--- src/rtl/sdp_ram_reader.sv ---
// Burst reader for a simple-dual-port RAM: issues len sequential reads from
// baseAdr (wrapping) and streams the returned words through a 2-entry FIFO.
module sdp_ram_reader #(
  parameter int WIDTH     = 8,
  parameter int DEPTH_LOG = 4
) (
  input  logic                 clk,
  input  logic                 rstN,
  input  logic                 start,
  input  logic [DEPTH_LOG-1:0] baseAdr,
  input  logic [DEPTH_LOG:0]   len,
  output logic                 rdEn,
  output logic [DEPTH_LOG-1:0] rdAdr,
  input  logic [WIDTH-1:0]     rdDat,
  output logic [WIDTH-1:0]     outDat,
  output logic                 outVld,
  input  logic                 outRdy,
  output logic                 busy,
  output logic                 done
);

  typedef enum logic [1:0] {IDLE, READ, DRAIN} state_t;

  state_t               r_state;
  state_t               w_stateNxt;
  logic [DEPTH_LOG-1:0] r_adr;
  logic [DEPTH_LOG:0]   r_rdRem;
  logic [DEPTH_LOG:0]   r_outRem;
  logic                 r_inFlt;
  logic [1:0]           r_cnt;
  logic [WIDTH-1:0]     r_head;
  logic [WIDTH-1:0]     r_tail;
  logic                 r_busy;
  logic                 r_done;

  logic                 w_pop;
  logic                 w_push;
  logic [2:0]           w_level;
  logic                 w_accept;
  logic                 w_zeroReq;
  logic                 w_lastRd;
  logic                 w_lastPop;

  localparam logic [DEPTH_LOG:0] ONE = (DEPTH_LOG+1)'(1);

  assign outVld  = (r_cnt != 2'd0);
  assign outDat  = r_head;
  assign rdAdr   = r_adr;
  assign busy    = r_busy;
  assign done    = r_done;

  assign w_pop   = outVld & outRdy;
  assign w_push  = r_inFlt;
  // Words that will occupy the FIFO once everything already requested lands.
  assign w_level = {1'b0, r_cnt} + {2'b00, r_inFlt} - {2'b00, w_pop};

  assign w_accept  = (r_state == IDLE) && start && (len != '0);
  assign w_zeroReq = (r_state == IDLE) && start && (len == '0);
  assign w_lastRd  = rdEn && (r_rdRem == ONE);
  assign w_lastPop = (r_state == DRAIN) && w_pop && (r_outRem == ONE);

  always_comb begin
    w_stateNxt = r_state;
    rdEn       = 1'b0;
    unique case (r_state)
      IDLE: begin
        if (w_accept) w_stateNxt = READ;
      end
      READ: begin
        rdEn = (w_level < 3'd2);
        if (w_lastRd) w_stateNxt = DRAIN;
      end
      DRAIN: begin
        if (w_lastPop) w_stateNxt = IDLE;
      end
      default: w_stateNxt = IDLE;
    endcase
  end

  always_ff @(posedge clk) begin
    if (!rstN) begin
      r_state  <= IDLE;
      r_adr    <= '0;
      r_rdRem  <= '0;
      r_outRem <= '0;
      r_inFlt  <= 1'b0;
      r_cnt    <= '0;
      r_head   <= '0;
      r_tail   <= '0;
      r_busy   <= 1'b0;
      r_done   <= 1'b0;
    end else begin
      r_state <= w_stateNxt;
      r_inFlt <= rdEn;
      r_done  <= w_zeroReq | w_lastPop;
      // Busy covers the done cycle of a real burst, hence the w_lastPop term.
      r_busy  <= (w_stateNxt != IDLE) | w_lastPop;

      if (w_accept) begin
        r_adr    <= baseAdr;
        r_rdRem  <= len;
        r_outRem <= len;
      end else begin
        if (rdEn) begin
          r_adr   <= r_adr + 1'b1;
          r_rdRem <= r_rdRem - ONE;
        end
        if (w_pop) r_outRem <= r_outRem - ONE;
      end

      case ({w_push, w_pop})
        2'b10: begin
          if (r_cnt == 2'd0) r_head <= rdDat;
          else               r_tail <= rdDat;
          r_cnt <= r_cnt + 2'd1;
        end
        2'b01: begin
          r_head <= r_tail;
          r_cnt  <= r_cnt - 2'd1;
        end
        2'b11: begin
          if (r_cnt == 2'd1) begin
            r_head <= rdDat;
          end else begin
            r_head <= r_tail;
            r_tail <= rdDat;
          end
        end
        default: ;
      endcase
    end
  end

endmodule

--- config.mk ---
export PLATFORM = sky130hd
export DESIGN_NAME = sdp_ram_reader
export DESIGN_NICKNAME = d
export VERILOG_FILES = /design/src/rtl/sdp_ram_reader.sv
export SDC_FILE = /design/constraint.sdc
export NUM_CORES = 1
export LEC_CHECK = 0
export CORE_MARGIN = 3
export CORE_UTILIZATION = 40
export CTS_CLUSTER_SIZE = 16
export DETAILED_ROUTE_END_ITERATION = 16
export GPL_TIMING_DRIVEN = 0
export HOLD_SLACK_MARGIN = 0.08
export PLACE_DENSITY = 0.74
export SETUP_SLACK_MARGIN = 0.3
export SLEW_MARGIN = 20
export SYNTH_ARGS = -nofsm -noshare
export SYNTH_HDL_FRONTEND = slang
export SYNTH_SLANG_ARGS = --single-unit
--- constraint.sdc ---
create_clock -name clk -period 2.9 [get_ports clk]
set_clock_uncertainty 0.15 [all_clocks]
set_input_delay 0.29 -clock clk [delete_from_list [all_inputs] [get_ports clk]]
set_output_delay 0.29 -clock clk [all_outputs]
set_load 0.05 [all_outputs]
Yosys cells after proc, flatten, opt, wreduce, memory -nomap -nowiden
Index checks and enable logic that the tools add are counted.
Widths: inputs -> output; s select.
{ "totals": {"out_inout_bits": 16, "register_bits": 37} }
{ "op_classes": {"muxes": 18, "order_cmp": 1, "n_eq_ne": 11, "add_sub_neg": 7, "n_reduce_logical": 19, "n_bitwise": 3} }
{ "ops": {"columns": ["cell", "count"], "rows": [
  ["$mux 8", 4],
  ["$pmux 8 s3", 1],
  ["$mux 5", 4],
  ["$pmux 8 s2", 1],
  ["$reduce_bool 2->1", 6],
  ["$eq 5x1->1 const B", 2],
  ["$sub 5x1->5 const B", 2],
  ["$mux 4", 2],
  ["$eq 2x1->1 const B", 3],
  ["$eq 2x2->1 const B", 3],
  ["$logic_and 1x1->1", 6],
  ["$mux 2", 3],
  ["$ne 2x2->1 const B", 3],
  ["$pmux 2 s3", 1],
  ["$logic_not 5->1", 1],
  ["$reduce_bool 5->1", 1],
  ["$add 4x1->4 const B", 1],
  ["$logic_not 2->1", 2],
  ["$pmux 2 s2", 1],
  ["$add 2x1->3", 1],
  ["$lt 3x2->1 const B", 1],
  ["$reduce_and 3->1", 1],
  ["$reduce_bool 3->1", 1],
  ["$sub 3x1->3", 1],
  ["6 further kinds", 7]
]} }

Longest topological paths before layout
Gate-level depths: netlist of run 1.
{ "depth": {"word_depth": 10, "ltp_mapped": 13} }

Least setup slack after synthesis of run 1
OpenSTA, ideal clock, no wires.
{ "synth_timing": {"path_kind": "register to register", "from": "reg r_cnt[1]", "to": "reg r_rdRem[2]", "synth_period_minus_slack_ns": 3.037, "stages_incl_launch_ff": 13, "arrival_time_ns": 2.766, "setup_slack_ns": -0.137, "setup_ns": 0.122, "path_buffers": 1, "path_cell_list": "dfxtp_1 inv_1 ha_1 nand2b_1 nor2_1 o21ai_0 fa_1 nand3b_1 or2_1 buf_6 inv_2 nor2_1 o311a_1"} }
{ "synth_via": {"elab_chain_cells": 6, "word_cells_on_any_way": 7, "cone_classes": "add/sub: 2; order compare: 1; mux: 1; bitwise: 1; reduce/logical: 2"} }
{ "synth_rtl": {"columns": ["element", "line", "text"], "rows": [
  ["start: declaration", "30", "logic [1:0] r_cnt;"],
  ["start signal: assignment", "115", "r_cnt <= r_cnt + 2'd1;"],
  ["start signal: assignment", "119", "r_cnt <= r_cnt - 2'd1;"],
  ["branches (longest 2 deep; another with $add 2x1->3)", null, null],
  ["$sub 3x1->3 (*)", "55", "assign w_level = {1'b0, r_cnt} + {2'b00, r_inFlt} - {2'b00, w_pop};"],
  ["$lt 3x2->1 (*)", "70", "rdEn = (w_level < 3'd2);"],
  ["$mux 1 (*)", "65", "unique case (r_state)"],
  ["net rdEn", "12", "output logic rdEn,"],
  ["$reduce_bool 2->1 (no line) (*)", null, null],
  ["end signal: assignment", "101", "r_rdRem <= len;"],
  ["end signal: assignment", "106", "r_rdRem <= r_rdRem - ONE;"],
  ["end: declaration", "27", "logic [DEPTH_LOG:0] r_rdRem;"]
]} }
Mark *: on every way through the listed nets, which the timed path passes.
A chain may end at the register's enable or synchronous reset.

Worst setup path in the final report of run 1
{ "layout_timing": {"from": "in outRdy", "to": "out rdEn"} }
{ "layout_via": {"elab_chain_cells": 4} }
{ "layout_rtl": {"columns": ["element", "line", "text"], "rows": [
  ["start: declaration", "17", "input logic outRdy,"],
  ["$and 1x1->1", "52", "assign w_pop = outVld & outRdy;"],
  ["$sub 3x1->3", "55", null],
  ["$lt 3x2->1", "70", null],
  ["$mux 1", "65", null],
  ["end: declaration", "12", null]
]} }
Every way passes these cells.

==> results of run 1 <==
## metal layers
layer	routed length, um	vias up
li1	-	860
met1	2090	803
met2	2292	53
met3	303	9
met4	73	0
met5	0	-
## through the flow
step / utilization, % / hold WS, ns / setup TNS [ns]
floorplan: - / 0.2784 / 0
global placement: 53.15 / 0.3237 / -0.8673
detailed placement: 53.15 / 0.3316 / -1.140
CTS: 58.87 / 0.3534 / 0
global route: 59.13 / 0.3804 / -0.01875
finish: 59.13 / 0.3536 / 0
## state kept, by name, summed over array words and instances, names as in the netlist
| name | flops |
|---|---|
| r_state | 2 |
| r_cnt | 2 |
| r_outRem | 5 |
| r_rdRem | 5 |
| done | 1 |
| r_inFlt | 1 |
| outDat | 8 |
| busy | 1 |
| rdAdr | 4 |
| r_tail | 8 |
## synth_stat cells (2+ instances only)
| cell | n |
|---|---|
| nand2_1 | 17 |
| mux2i_1 | 8 |
| nor2b_1 | 2 |
| o311a_1 | 2 |
| a31oi_1 | 3 |
| ha_1 | 9 |
| xor2_1 | 3 |
| nand3_1 | 6 |
| inv_1 | 11 |
| nor3_1 | 2 |
| dfxtp_1 | 37 |
| buf_2 | 2 |
| clkbuf_1 | 3 |
| o21ai_0 | 14 |
| buf_6 | 2 |
| nor4_1 | 2 |
| xnor2_1 | 3 |
| o21ai_1 | 5 |
| nand3b_1 | 5 |
| a21oi_1 | 21 |
| nor2_1 | 18 |
| a22oi_1 | 9 |
## where the power goes
group	internal (W)	leakage [nW]	switching, W
logic	0.000597	0.633	0.000781
registers	0.000628	0.304	0.0000908
clock network	0.000170	0.0445	0.000199
## area by class of cell
class	count	area (um2)
sequential	37	748.2
fill	383	1804
inverter	12	65.06
clock inverter	3	21.27
tap	52	65.06
timing repair buffer	50	494.2
buffer	7	53.80
multi-input combinational	153	1094
clock buffer	5	68.82
## worst paths after layout
| check | start | endpoint | slack [ns] |
|---|---|---|---|
| setup reg to reg | r_cnt[0]$_SDFFE_PN0P_ | r_rdRem[2]$_SDFFE_PN0P_ | 0.12 |
| setup / recovery | outRdy | rdEn | 0.07 |
| hold / removal | r_tail[0]$_SDFFE_PN0P_ | r_tail[0]$_SDFFE_PN0P_ | 0.35 |
| hold reg to reg | r_tail[0]$_SDFFE_PN0P_ | r_tail[0]$_SDFFE_PN0P_ | 0.35 |
## critical path: cells and delay by family
family	cells	cell delay [ns]
fa+ha+maj	1	0.49
buf+inv	4	0.92
compound gates	1	0.06
simple gates	4	0.62
## logic make-up (layout without fill, tap and decap cells)
kind of cell    after synthesis  count (layout)  synth area share (%)
flops                        37              37                 39.89
fa+ha+maj                    10              10                 7.143
simple gates                 61              61                 17.18
buf+inv                      19              77                 4.784
xor+xnor                      6               6                 2.831
mux                           9               9                 5.054
compound gates               67              67                 23.11
## what timing repair did
item | CTS | global route
gates resized for setup | 23 | 3
pin swaps | 6 | 3
setup buffers | 14 | 0
setup endpoints to repair | 12 | 12
==> results.toml, run 1 <==
[detailed_routing]
via_count = 1725
totalWireLength_mm = 4.760
ant_nets = 0
drc_errors = 0
drtPass1Iterations = 4
routedWlPerCell_um = 14.92
vias_per_cell = 5.408
drt_iter0_drc = 64

[flow_run]
maxCapViolations = 0

[hold_path]
min_path_cells = 2
hold_class = "flip-flop to flip-flop"

[clock_network]
cts_root_buf = "clkbuf_8"
cts_buffers = 5
ctsLongestPathBuffers = 2
cts_tree = "built"
cts.clk_slew.worst_paths_ns = 0.08
cts.htree.levels = 2
clock_latency_ns = 0.29
cts_sinks = 37
cts_hold_buf = 0

[critical_path]
crit_chain = "clkdlybuf4s50_1 > nand2b_4 > nor2_4 > o21ai_2 > fa_1 > nand3b_1 > or2_1 > buf_6 > inv_12 > buf_12"
worstSetupStartpointType = "primary input"
critical_path_required_ns = 2.46
cp_slowest_cell = "clkdlybuf4s50_1"
crit_fanout = 6
cpPeakStageDelay_ns = 0.61
reg2reg_depth = 13
end_kind = "primary output"
path_class = "primary input to primary output"
critPathArrivalTime_ns = 2.39

[die]
initial_core_util_pct = 42.06
core_area_um2 = 4414
ios = 37
die_w_um = 74.13
std_cell_rows = 24
die-area_um2 = 5495
die_y_um = 74.13

[global_route]
grt_use_met2_pct = 31.10
groute.layer.met3.usage_pct = 4.324
grt_pass1_wl_mm = 7.852
grt_pass1_vias = 1747
grt_busiest_layer = "met2"
grt.met1_usage_pct = 23.05
grt_use_total_pct = 18.50
antenna_found_initial = 0
grt_max_degree = 14
overflow = 0

[timing]
relSlewSlack_pct = 58.87
rsz0062_at_grt = "yes"
period_share_pct = 97.62
report.final.slew_viol_count = 0
finalHoldViolations = 0
worst_pin_slew_ns = 0.6156
min_period_ns = 2.831
fmax_mhz = 353.2
layout_setup_ws_ns = 0.06902
setup_viol = 0

[logic_synthesis]
synth_flop_cell = "dfxtp_1"
synth_top_cell_by_area = "dfxtp_1"
synthDistinctLibCells = 47
ys_ff_latch = 37
synth-edff-count = 0
syn_avg_cell_area_um2 = 8.884
yosys_warnings = 0
yosysSeqAreaShare_pct = 39.89
async_reset_ff_share_pct = 0
synthesis.nets = 240
synth_area_leaders = "dfxtp_1 (40%), ha_1 (6.1%), a21oi_1 (5.7%)"
yosysTopAreaCellShare_pct = 39.89
syn_area_um2 = 1857
synth_cells = 209

[place]
hpwl_mm = 3.311
dpl.cell_count = 297
place_area_um2 = 2346
io_buffers = 36
pre_cts_slack_ns = -0.6560
gp_congestion = 0.8446

[outcome]
status = "finished, final reports clean"

[layout]
drive_gt1_share_pct = 19.48
fin_area_um2 = 2610
final_cells = 319
areaGrowthSynthToFinish_pct = 40.57
final_cell_mix = "dfxtp_1 (35), clkdlybuf4s50_1 (35), a21oi_1 (19), nand2_1 (17), nor2_1 (15)"
diodes = 0
fin_nets = 297

[power]
ir_worst_vdd_uv = 667.2
p_per_area_nw_per_um2 = 945.0
p_leak_nw = 0.9817
total_power_w = 0.002467
No activity file was read; power rests on OpenSTA's default activity.
==> run 2, diff against run 1 <==
--- a/config.mk
+++ b/config.mk
@@ -11,9 +11,8 @@
 export DETAILED_ROUTE_END_ITERATION = 16
 export GPL_TIMING_DRIVEN = 0
 export HOLD_SLACK_MARGIN = 0.08
-export PLACE_DENSITY = 0.74
+export PLACE_DENSITY = 0.72
 export SETUP_SLACK_MARGIN = 0.3
-export SLEW_MARGIN = 20
 export SYNTH_ARGS = -nofsm -noshare
 export SYNTH_HDL_FRONTEND = slang
 export SYNTH_SLANG_ARGS = --single-unit
==> constraint.sdc (replaced) <==
create_clock -name clk -period 2.7 [get_ports clk]
set_clock_uncertainty 0.15 [all_clocks]
set_input_delay 0.27 -clock clk [delete_from_list [all_inputs] [get_ports clk]]
set_output_delay 0.27 -clock clk [all_outputs]
set_load 0.05 [all_outputs]
==> run 2 against run 1 <==
Compared with the run above: the run now ends with negative setup slack left; sequential cell count unchanged; design area increased by 2.8%; clock power up 18%; largest cell class unchanged.
==> results.toml, run 2 (same netlist as run 1, synthesis figures left out) <==
[outcome]
status = "complete, but fails checks"
violations = "negative setup slack"

[die]
core_area_um2 = 4414
initial_core_util_pct = 42.06
std_cell_rows = 24
die-area_um2 = 5495
ios = 37
die_w_um = 74.13
die_y_um = 74.13

[place]
hpwl_mm = 3.319
dpl.cell_count = 297
io_buffers = 36
gp_congestion = 0.8165

[clock_network]
cts.htree.levels = 2
cts_root_buf = "clkbuf_8"
clock_latency_ns = 0.29
cts_buffers = 5
cts_hold_buf = 0
cts_sinks = 37
cts_tree = "built"
ctsLongestPathBuffers = 2
cts.clk_slew.worst_paths_ns = 0.07

[critical_path]
critPathArrivalTime_ns = 2.34
critical_path_required_ns = 2.28
cpPeakStageDelay_ns = 0.51
crit_chain = "inv_4 > ha_4 > nand2b_4 > nor2_4 > o21ai_2 > fa_1 > nand3b_1 > or2_1 > buf_6 > inv_12 > buf_12"
end_kind = "primary output"
worstSetupStartpointType = "flip-flop"
crit_path_start = "r_cnt[0]$_SDFFE_PN0P_"
cp_slowest_cell = "fa_1"
rr_startpoint = "r_cnt[0]$_SDFFE_PN0P_"
crit_fanout = 4
path_class = "flip-flop to primary output"

[timing]
period_share_pct = 102.3
layout_setup_ws_ns = -0.06236
worst_pin_slew_ns = 0.6969
finalHoldViolations = 0
fmax_mhz = 362.0
relSlewSlack_pct = 53.45
report.final.slew_viol_count = 0
rsz0062_at_grt = "yes"
min_period_ns = 2.762
setup_viol = 1
fin_hold_ws_ns = 0.3493

[global_route]
grt_pass1_wl_mm = 8.010
grt_pass1_vias = 1770
grt.met1_usage_pct = 22.11
grt_max_degree = 12
grt_use_total_pct = 18.86
antenna_found_initial = 0
groute.layer.met3.usage_pct = 6.486
overflow = 0
grt_use_met2_pct = 31.79
grt_busiest_layer = "met2"

[layout]
final_cell_mix = "dfxtp_1 (35), clkdlybuf4s50_1 (34), a21oi_1 (19), nand2_1 (17), nor2_1 (15)"
diodes = 0
fin_nets = 302
final_cells = 324
drive_gt1_share_pct = 21.32
final_common_cell = "dfxtp_1"
areaGrowthSynthToFinish_pct = 44.54

[detailed_routing]
totalWireLength_mm = 4.905
drt_iter0_drc = 96
ant_nets = 0
via_count = 1778
drtPass1Iterations = 4
routedWlPerCell_um = 15.14
drc_errors = 0
vias_per_cell = 5.488

[hold_path]
min_from = "r_tail[7]$_SDFFE_PN0P_"
hold_class = "flip-flop to flip-flop"

[power]
ir_worst_vdd_uv = 563.6
p_leak_nw = 1.031
p_per_area_nw_per_um2 = 1025

[flow_run]
maxCapViolations = 0
[run 2: per-layer routing]
layer / wire, um / vias to the layer above / part of all wire [%]
met5: 0 / - / 0
met4: 144 / 0 / 2.9
met3: 362 / 12 / 7.4
met2: 2257 / 67 / 46
met1: 2141 / 830 / 44
li1: - / 869 / -
[run 2: path summary, 6_finish.rpt]
kind / slack (ns) / cells after the start / endpoint
max: -0.06 / 11 / rdEn
min: 0.35 / 2 / r_tail[7]$_SDFFE_PN0P_
min reg2reg: 0.35 / 2 / r_tail[7]$_SDFFE_PN0P_
max reg2reg: 0.01 / 16 / r_rdRem[1]$_SDFFE_PN0P_
[run 2: critical path, delay by kind of cell, from the launching register on]
| family | cells | cell delay (ns) |
|---|---|---|
| AO/OA/AOI/OAI | 1 | 0.06 |
| adder cells (fa/ha/maj) | 2 | 0.65 |
| buffers and inverters | 4 | 0.35 |
| flip-flops | 1 | 0.36 |
| AND/OR/NAND/NOR | 4 | 0.63 |
[run 2: power by group]
group | leakage, nW | total [W] | internal [W] | switching [W]
clock network | 0.0542 | 0.000436 | 0.000231 | 0.000205
registers | 0.304 | 0.000766 | 0.000673 | 0.0000928
logic | 0.673 | 0.00155 | 0.000698 | 0.000852
total | 1.03 | 0.00275 | 0.00160 | 0.00115
[run 2: layout make-up]
class / count / area, um2
Inverter: 12 / 62.56
Clock inverter: 1 / 5.005
Sequential cell: 37 / 745.7
Clock buffer: 7 / 96.34
Multi-Input combinational cell: 153 / 1100
Tap cell: 52 / 65.06
Fill cell: 374 / 1730
Timing Repair Buffer: 55 / 555.5
Buffer: 7 / 53.80
[run 2: per-stage QoR]
stage / TNS (ns) / cell area [um2] / setup slack [ns] / power, W / utilization [%]
3_5_place_dp: -3.456 / 2351 / -0.8381 / 0.002050 / 53.26
6_report: -0.06236 / 2684 / -0.06236 / 0.002751 / 60.80
3_3_place_gp: -2.957 / 2351 / -0.8124 / 0.002034 / 53.26
4_1_cts: -0.1845 / 2620 / -0.09594 / 0.002678 / 59.35
5_1_grt: -0.9819 / 2684 / -0.1651 / 0.002922 / 60.80
2_1_floorplan: 0 / 1926 / 0.1369 / 0.001709 / -
[run 2: repair_timing]
item,CTS,global route
setup buffers,16,2
gates resized for setup,19,8
gates cloned,0,1
endpoints found under the setup margin,13,13
pin swaps,6,5
==> run 3, diff against run 2 <==
--- a/config.mk
+++ b/config.mk
@@ -5,13 +5,13 @@
 export SDC_FILE = /design/constraint.sdc
 export NUM_CORES = 1
 export LEC_CHECK = 0
-export CORE_MARGIN = 3
+export CAP_MARGIN = 20
 export CORE_UTILIZATION = 40
 export CTS_CLUSTER_SIZE = 16
 export DETAILED_ROUTE_END_ITERATION = 16
 export GPL_TIMING_DRIVEN = 0
 export HOLD_SLACK_MARGIN = 0.08
-export PLACE_DENSITY = 0.72
+export PLACE_DENSITY = 0.74
 export SETUP_SLACK_MARGIN = 0.3
 export SYNTH_ARGS = -nofsm -noshare
 export SYNTH_HDL_FRONTEND = slang
==> constraint.sdc (replaced) <==
create_clock -name clk -period 2.4 [get_ports clk]
set_clock_uncertainty 0.15 [all_clocks]
set_input_delay 0.24 -clock clk [delete_from_list [all_inputs] [get_ports clk]]
set_output_delay 0.24 -clock clk [all_outputs]
set_load 0.05 [all_outputs]
==> run 3 against run 2 <==
Compared with the run above: critical path depth unchanged; clock power up 27%; first-iteration DRC count down 5.2%; combinational power up 10%; design area unchanged; sequential share of layout area up 0.093 points; largest cell class unchanged; via count down 0.56%; the run still ends with negative setup slack left; critical path type unchanged; largest power group unchanged; utilization unchanged; count of clock-buffer cells in the layout down 2; final cell count down 0.31%.
==> results.toml, run 3 (same netlist as run 1, synthesis figures left out) <==
[critical_path]
rr_startpoint = "r_cnt[0]$_SDFFE_PN0P_"
critical_path_required_ns = 2.01
path_class = "flip-flop to primary output"
reg2reg_depth = 12
crit_path_start = "r_cnt[0]$_SDFFE_PN0P_"
worstSetupStartpointType = "flip-flop"
crit_fanout = 4
rrSetupSlack_ns = -0.29
critPathCapture = "rdEn"
critPathArrivalTime_ns = 2.35
end_kind = "primary output"
reg2reg_to = "rdAdr[3]$_SDFFE_PN0P_"

[clock_network]
cts_buffers = 5
cts.htree.levels = 2
cts_root_buf = "clkbuf_8"
cts_sinks = 37
ctsLongestPathBuffers = 2
cts_hold_buf = 0
cts.clk_slew.worst_paths_ns = 0.08
clock_latency_ns = 0.30
cts_tree = "built"

[timing]
period_share_pct = 114.3
fmax_mhz = 364.4
fin_hold_ws_ns = 0.3557
report.final.slew_viol_count = 0
finalHoldViolations = 0
relSlewSlack_pct = 63.76
worst_pin_slew_ns = 0.5360
rsz0062_at_grt = "yes"
tns_ns = -2.547
min_period_ns = 2.744
setup_viol = 12
layout_setup_ws_ns = -0.3442

[detailed_routing]
drt_iter0_drc = 91
drc_errors = 0
drtPass1Iterations = 4
totalWireLength_mm = 4.766
vias_per_cell = 5.474
via_count = 1768
ant_nets = 0
routedWlPerCell_um = 14.76

[layout]
fin_nets = 301
fin_area_um2 = 2684
multi_input_area_um2 = 1107
areaGrowthSynthToFinish_pct = 44.54
final_common_cell = "dfxtp_1"
fill_cells = 372
final_cells = 323
drive_gt1_share_pct = 20.66
sequential_cell_area_um2 = 748.2
diodes = 0
final_cell_mix = "dfxtp_1 (35), clkdlybuf4s50_1 (34), a21oi_1 (21), nand2_1 (17), nor2_1 (15)"

[die]
die_y_um = 70.13
die_w_um = 70.13
std_cell_rows = 24
ios = 37
initial_core_util_pct = 42.06
die-area_um2 = 4918
core_area_um2 = 4414

[global_route]
grt_pass1_vias = 1773
overflow = 0
grt_use_total_pct = 20.42
grt_max_degree = 14
grt_pass1_wl_mm = 8.045
antenna_found_initial = 0

[place]
io_buffers = 36
gp_congestion = 0.8329
place_area_um2 = 2351
pre_cts_slack_ns = -1.067
hpwl_mm = 3.145
dpl.cell_count = 297

[power]
p_switching_w = 0.001311
p_leak_nw = 1.019
power_frac_seq_pct = 27.7
internal-power_w = 0.001819
pwr-share-comb_pct = 54.6
swShare_pct = 41.89
p_per_area_nw_per_um2 = 1166
ir_worst_vdd_uv = 649.7
clkPwrFrac_pct = 17.7

[outcome]
violations = "negative setup slack"
status = "complete, but fails checks"

[flow_run]
maxCapViolations = 0

[hold_path]
hold_class = "flip-flop to flip-flop"
min_from = "r_tail[4]$_SDFFE_PN0P_"
[run 3: critical path: stages, from the launching register on]
cell and delay (ns):
dfxtp_4 0.36, inv_4 0.04, ha_4 0.15, nand2b_4 0.16, nor2_4 0.12, o21ai_2 0.06, fa_1 0.50, nand3b_1 0.12
or2_1 0.24, buf_6 0.14, inv_12 0.05, buf_12 0.12
[run 3: repair_timing]
item / in CTS / in global routing
buffers inserted: 16 / 2
endpoints found under the setup margin: 23 / 29
pin swaps: 7 / 5
resized for setup: 19 / 5
[run 3: how the worst min path moves through the flow]
stage	depth (start not counted)	to
6_report	2	r_tail[4]$_SDFFE_PN0P_
5_1_grt	2	r_tail[6]$_SDFFE_PN0P_
4_1_cts	2	r_tail[4]$_SDFFE_PN0P_
3_5_place_dp	2	r_tail[4]$_SDFFE_PN0P_
3_3_place_gp	2	r_tail[5]$_SDFFE_PN0P_
2_1_floorplan	2	outDat[7]$_SDFFE_PN0P_
[run 3: power groups by stage]
stage | logic, W | registers, W | clock network (W)
floorplan | 0.000826 | 0.00110 | 0
global placement | 0.00140 | 0.000883 | 0
detailed placement | 0.00142 | 0.000887 | 0
CTS | 0.00163 | 0.000865 | 0.000560
global route | 0.00185 | 0.000887 | 0.000593
finish | 0.00171 | 0.000866 | 0.000554
[run 3: layout make-up]
| cell class | count | share of cell area, % |
|---|---|---|
| buffer | 7 | 1.632 |
| timing repair buffer | 54 | 20.09 |
| clock inverter | 3 | 1.725 |
| multi-input combinational | 153 | 41.26 |
| clock buffer | 5 | 2.564 |
| inverter | 12 | 2.424 |
| tap | 52 | 2.424 |
| sequential | 37 | 27.88 |
[run 3: layer usage]
layer  global-route usage, %  vias to the layer above  share of wire (%)
met5                       0                        -                  0
met1                   25.81                      843                 45
li1                        -                      865                  -
met2                   34.08                       48                 48
met3                   4.040                       12                4.5
met4                   8.000                        0                2.1
[run 3: metrics by stage]
step | power [W] | utilization (%)
after floorplan | 0.001923 | -
after global placement | 0.002284 | 53.26
after detailed placement | 0.002303 | 53.26
after CTS | 0.003058 | 59.64
after global routing | 0.003329 | 60.80
final | 0.003130 | 60.80
